### config.mk
export PLATFORM = sky130hd
export DESIGN_NAME = if_fetch_unit
export DESIGN_NICKNAME = d
export VERILOG_FILES = /design/src/rtl/if_fetch_unit.sv
export SDC_FILE = /design/constraint.sdc
export NUM_CORES = 1
export LEC_CHECK = 0
export ABC_AREA = 0
export CAP_MARGIN = 10
export CELL_PAD_IN_SITES_DETAIL_PLACEMENT = 0
export CELL_PAD_IN_SITES_GLOBAL_PLACEMENT = 1
export CORE_UTILIZATION = 25
export CTS_BUF_LIST = sky130_fd_sc_hd__clkbuf_8
export DETAILED_ROUTE_END_ITERATION = 16
export HOLD_SLACK_MARGIN = 0.1
export PLACE_DENSITY_LB_ADDON = 0.1
export SYNTH_ARGS = -nofsm -noshare
export SYNTH_HDL_FRONTEND = slang
export SYNTH_SLANG_ARGS = --single-unit
export TNS_END_PERCENT = 30
### constraint.sdc
create_clock -name clk -period 3.4 [get_ports clk]
set_clock_uncertainty 0.1 [all_clocks]
set_input_delay 0.34 -clock clk [delete_from_list [all_inputs] [get_ports clk]]
set_output_delay 0.34 -clock clk [all_outputs]
set_load 0.02 [all_outputs]
### src/rtl/if_fetch_unit.sv
// Instruction-fetch front end: holds the PC, fetches over a req/ack handshake,
// buffers a fetch that completes under freeze, and drains stale fetches on redirect.
module if_fetch_unit #(
   parameter logic [31:0] RESET_PC = 32'h0000_0000,
   parameter logic [31:0] NOP      = 32'hF000_0000
) (
   input  logic        clk,
   input  logic        rst,
   input  logic        freeze,
   input  logic        branch_taken,
   input  logic [31:0] branch_addr,
   output logic        imem_req,
   output logic [31:0] imem_addr,
   input  logic        imem_ack,
   input  logic [31:0] imem_rdata,
   output logic [31:0] pc_out,
   output logic [31:0] instruction_out,
   output logic        fetch_valid
);

   localparam int unsigned XLEN = 32;

   typedef enum logic [1:0] {
      ST_RST_IDLE = 2'd0,
      ST_REQ      = 2'd1,
      ST_HOLD     = 2'd2,
      ST_DRAIN    = 2'd3
   } state_t;

   state_t            state, state_nxt;
   logic [XLEN-1:0]   pc, pc_nxt;
   logic [XLEN-1:0]   drain_addr, drain_addr_nxt;
   logic [XLEN-1:0]   hold_instr, hold_instr_nxt;
   logic [XLEN-1:0]   hold_pc, hold_pc_nxt;
   logic [XLEN-1:0]   pc_inc;

   assign pc_inc = pc + XLEN'(4);

   // State and datapath registers; synchronous reset returns to the idle state
   always_ff @(posedge clk) begin
      if (rst) begin
         state      <= ST_RST_IDLE;
         pc         <= RESET_PC;
         drain_addr <= RESET_PC;
         hold_instr <= NOP;
         hold_pc    <= '0;
      end else begin
         state      <= state_nxt;
         pc         <= pc_nxt;
         drain_addr <= drain_addr_nxt;
         hold_instr <= hold_instr_nxt;
         hold_pc    <= hold_pc_nxt;
      end
   end

   // Next-state and output logic; outputs follow the ack combinationally
   always_comb begin
      state_nxt       = state;
      pc_nxt          = pc;
      drain_addr_nxt  = drain_addr;
      hold_instr_nxt  = hold_instr;
      hold_pc_nxt     = hold_pc;
      imem_req        = 1'b0;
      imem_addr       = pc;
      instruction_out = NOP;
      pc_out          = '0;
      fetch_valid     = 1'b0;

      unique case (state)
         ST_RST_IDLE: begin
            state_nxt = ST_REQ;
         end
         ST_REQ: begin
            imem_req = 1'b1;
            if (branch_taken) begin
               // Redirect wins; an ack this cycle is simply dropped
               pc_nxt = branch_addr;
               if (!imem_ack) begin
                  drain_addr_nxt = pc;
                  state_nxt      = ST_DRAIN;
               end
            end else if (imem_ack) begin
               instruction_out = imem_rdata;
               pc_out          = pc_inc;
               fetch_valid     = 1'b1;
               pc_nxt          = pc_inc;
               if (freeze) begin
                  hold_instr_nxt = imem_rdata;
                  hold_pc_nxt    = pc_inc;
                  state_nxt      = ST_HOLD;
               end
            end
         end
         ST_HOLD: begin
            if (branch_taken) begin
               pc_nxt    = branch_addr;
               state_nxt = ST_REQ;
            end else begin
               instruction_out = hold_instr;
               pc_out          = hold_pc;
               fetch_valid     = 1'b1;
               if (!freeze) begin
                  state_nxt = ST_REQ;
               end
            end
         end
         ST_DRAIN: begin
            // Keep the abandoned request alive until memory completes it
            imem_req  = 1'b1;
            imem_addr = drain_addr;
            if (branch_taken) begin
               pc_nxt = branch_addr;
            end
            if (imem_ack) begin
               state_nxt = ST_REQ;
            end
         end
         default: begin
            state_nxt = ST_RST_IDLE;
         end
      endcase

      // Reset forces quiet outputs regardless of the current state
      if (rst) begin
         imem_req        = 1'b0;
         imem_addr       = RESET_PC;
         instruction_out = NOP;
         pc_out          = '0;
         fetch_valid     = 1'b0;
      end
   end

endmodule

==> results.json <==
{
  "yosys.area.top_type": "dfxtp_1",
  "drcViolationCount": 0,
  "layout.nets": 1204,
  "cts_num_sinks": 130,
  "worstPathMaxFanout": 5,
  "worstPathArrival_ps": 2840,
  "groute.usage.overall_pct": 18.50,
  "syn_to_final_growth_pct": 38.51,
  "placed_area_mm2": 0.009309,
  "fmax_mhz": 304.5,
  "initial_core_util_pct": 25.52,
  "slowest_stage": "clkdlybuf4s50_1",
  "row_count": 61,
  "wl_um": 26580,
  "ctsHoldBuffers": 0,
  "yosysWarningCount": 0,
  "fin_crit_ps": 3285,
  "slew_headroom_pct": 48.01,
  "grt_max_degree": 141,
  "final_cell_mix": "nand2_1 (194), clkdlybuf4s50_1 (157), dfxtp_1 (124), nor2_1 (121), a21oi_1 (111)",
  "grt_antenna_before_repair": 0,
  "vias": 7349,
  "grt_overflow": 0,
  "clock-root-buffer": "clkbuf_8",
  "synth-edff-count": 0,
  "core_mm2": 0.02786,
  "drv_cap": 0,
  "grt_pass1_wl_um": 41280,
  "clkTransAtPathRegs_ps": 90,
  "cts_htree_levels": 4,
  "worstSetupPathType": "flip-flop to output port",
  "ioPinCount": 167,
  "clock_latency_ps": 460,
  "fin_crit_sh_pct": 96.60,
  "seq_area_frac_synth_pct": 36.61,
  "dp_hpwl_um": 17590,
  "worstSetupStartpointType": "flip-flop",
  "finalHoldViolations": 0,
  "crit_chain": "ha_1 > nand3_2 > nor4_1 > xor2_1 > a32o_1 > clkdlybuf4s50_1",
  "crit_family": "simple AND/OR/NAND/NOR gates",
  "viasPerCell": 4.832,
  "cp_num_buf_inv": 1,
  "clockBufferDepth": 2,
  "ir_worst_vdd_mv": 0.2567,
  "maxSlewViolCount": 0,
  "detail-route-antenna-nets": 0,
  "ys_types": 53,
  "dieArea_mm2": 0.02912,
  "power_density_mw_per_mm2": 408.7,
  "p_total_mw": 4.025,
  "layout_commonest_cell": "nand2_1",
  "report.final.setup_viol": 0,
  "grt_pass1_vias": 6934,
  "register_area_mm2": 0.002610,
  "slowest_delay_ps": 630,
  "antenna_cells": 0,
  "multi_input_area_mm2": 0.004159,
  "cts_tree": "done",
  "status": "completed",
  "die_x_um": 170.6,
  "rsz0062_at_grt": "yes",
  "drive_gt1_share_pct": 10.41,
  "tightestPinTransition_ps": 775.6,
  "drt-pass1-iter-count": 5,
  "synth_area_leaders": "dfxtp_1 (37%), nand2_1 (10%), a21oi_1 (7.8%)",
  "portBuffers": 166,
  "syn_area_mm2": 0.007109,
  "drt_iter0_drc": 452,
  "design_area_mm2": 0.009847,
  "globalplace.congestion": 0.7475,
  "ys_seq_elements": 130,
  "async_reset_ff_share_pct": 0,
  "yosys_most_used_dff": "dfxtp_1",
  "synthesis.nets": 1069,
  "post_drt_wl_per_cell_um": 17.47,
  "worstPathRequired_ps": 2960,
  "leakagePower_nw": 3.379,
  "die_h_um": 170.6,
  "tns_ps": 0,
  "fill_cells": 3010,
  "yosysTopAreaCellShare_pct": 36.61,
  "netlist_instances": 996,
  "avgSynthCellArea_um2": 7.138,
  "cts_inserted_buffers": 17,
  "end_kind": "output port",
  "hold_path.class": "input port to flip-flop"
}
## through the flow
stage / setup WS (ps) / utilization, % / hold WS, ps / cells
floorplan: 756.1 / - / 335.2 / 996
global placement: 283.1 / 33.42 / 341.4 / 1488
detailed placement: 269.3 / 33.42 / 347.2 / 1488
CTS: 20.74 / 35.10 / 326.4 / 1519
global route: -44.37 / 35.35 / 327.9 / 1521
finish: 115.4 / 35.35 / 354.1 / 1521
## flip-flops by register name (all words and copies together), names as in the netlist
signal	flops
state	2
hold_pc	32
drain_addr	32
pc	32
hold_instr	32
## worst register-to-register path, stage by stage (launching register included)
cell and delay (ps):
dfxtp_1 410, inv_1 70, ha_1 340, or3_2 840, buf_4 330, a22o_1 250
a22oi_1 180, nor2_1 50
## timing repair
item / in CTS / in global routing
gates resized for setup: 17 / 11
endpoints found under the setup margin: 12 / 40
buffers inserted: 0 / 2
## synth_stat cells (2+ instances only)
| library cell | instances |
|---|---|
| a32o_1 | 2 |
| a31oi_1 | 11 |
| o21ai_1 | 3 |
| xnor2_1 | 12 |
| o22ai_1 | 2 |
| clkbuf_2 | 3 |
| nand3_1 | 30 |
| o21ai_0 | 59 |
| a22o_1 | 3 |
| nor3_1 | 10 |
| nand3b_1 | 2 |
| clkbuf_1 | 87 |
| or4_1 | 5 |
| ha_1 | 4 |
| o31ai_1 | 4 |
| nand2_1 | 196 |
| nor4_1 | 9 |
| o2111ai_1 | 2 |
| mux2i_1 | 35 |
| or2_2 | 2 |
| inv_1 | 6 |
| or3_1 | 3 |
| nor4_2 | 2 |
| o32ai_1 | 2 |
| and2_1 | 2 |
| nor2_1 | 122 |
| and3_1 | 11 |
| a21oi_1 | 111 |
| a211oi_1 | 6 |
| dfxtp_1 | 130 |
| xor2_1 | 16 |
| buf_2 | 9 |
| buf_1 | 7 |
| nand2b_1 | 4 |
| and4_1 | 8 |
| a22oi_1 | 44 |
| nand4_1 | 12 |
| a21o_1 | 5 |
## final timing paths
check / start / to / slack, ps / cells after the start
max: pc[2] / pc_out[16] / 120 / 6
min: imem_rdata[8] / hold_instr[8] / 350 / 3
max reg2reg: state[0] / pc[8] / 680 / 7
min reg2reg: drain_addr[12] / drain_addr[12] / 360 / 2
## report_power, final
| group | total, mW | internal, mW | switching [mW] |
|---|---|---|---|
| registers | 1.66 | 1.59 | 0.0659 |
| logic | 0.854 | 0.351 | 0.503 |
| clock network | 1.51 | 0.816 | 0.698 |
## metal layers
layer	vias to the layer above	share of wire [%]	routed length [µm]	track usage, %
met3	12	3.8	1005	3.308
met1	3470	49	13100	26.23
met2	159	46	12290	29.19
met5	-	0	0	0
li1	3708	-	-	-
met4	0	0.69	184	3.486
## kinds of logic after synthesis
family / after synthesis / share of synthesized area [%]
fa+ha+maj: 4 / 0.7040
xor+xnor: 28 / 3.449
mux: 36 / 5.086
compound gates: 261 / 21.54
flops: 130 / 36.61
buf+inv: 112 / 6.124
simple gates: 425 / 26.49
## layout make-up
class,instances,area share [%]
inverter,6,0.2287
tap,378,4.803
sequential,130,26.51
clock buffer,18,2.516
multi-input combinational,754,42.24
clock inverter,13,1.868
timing repair buffer,222,21.84
(Power assumes the default switching activity.)
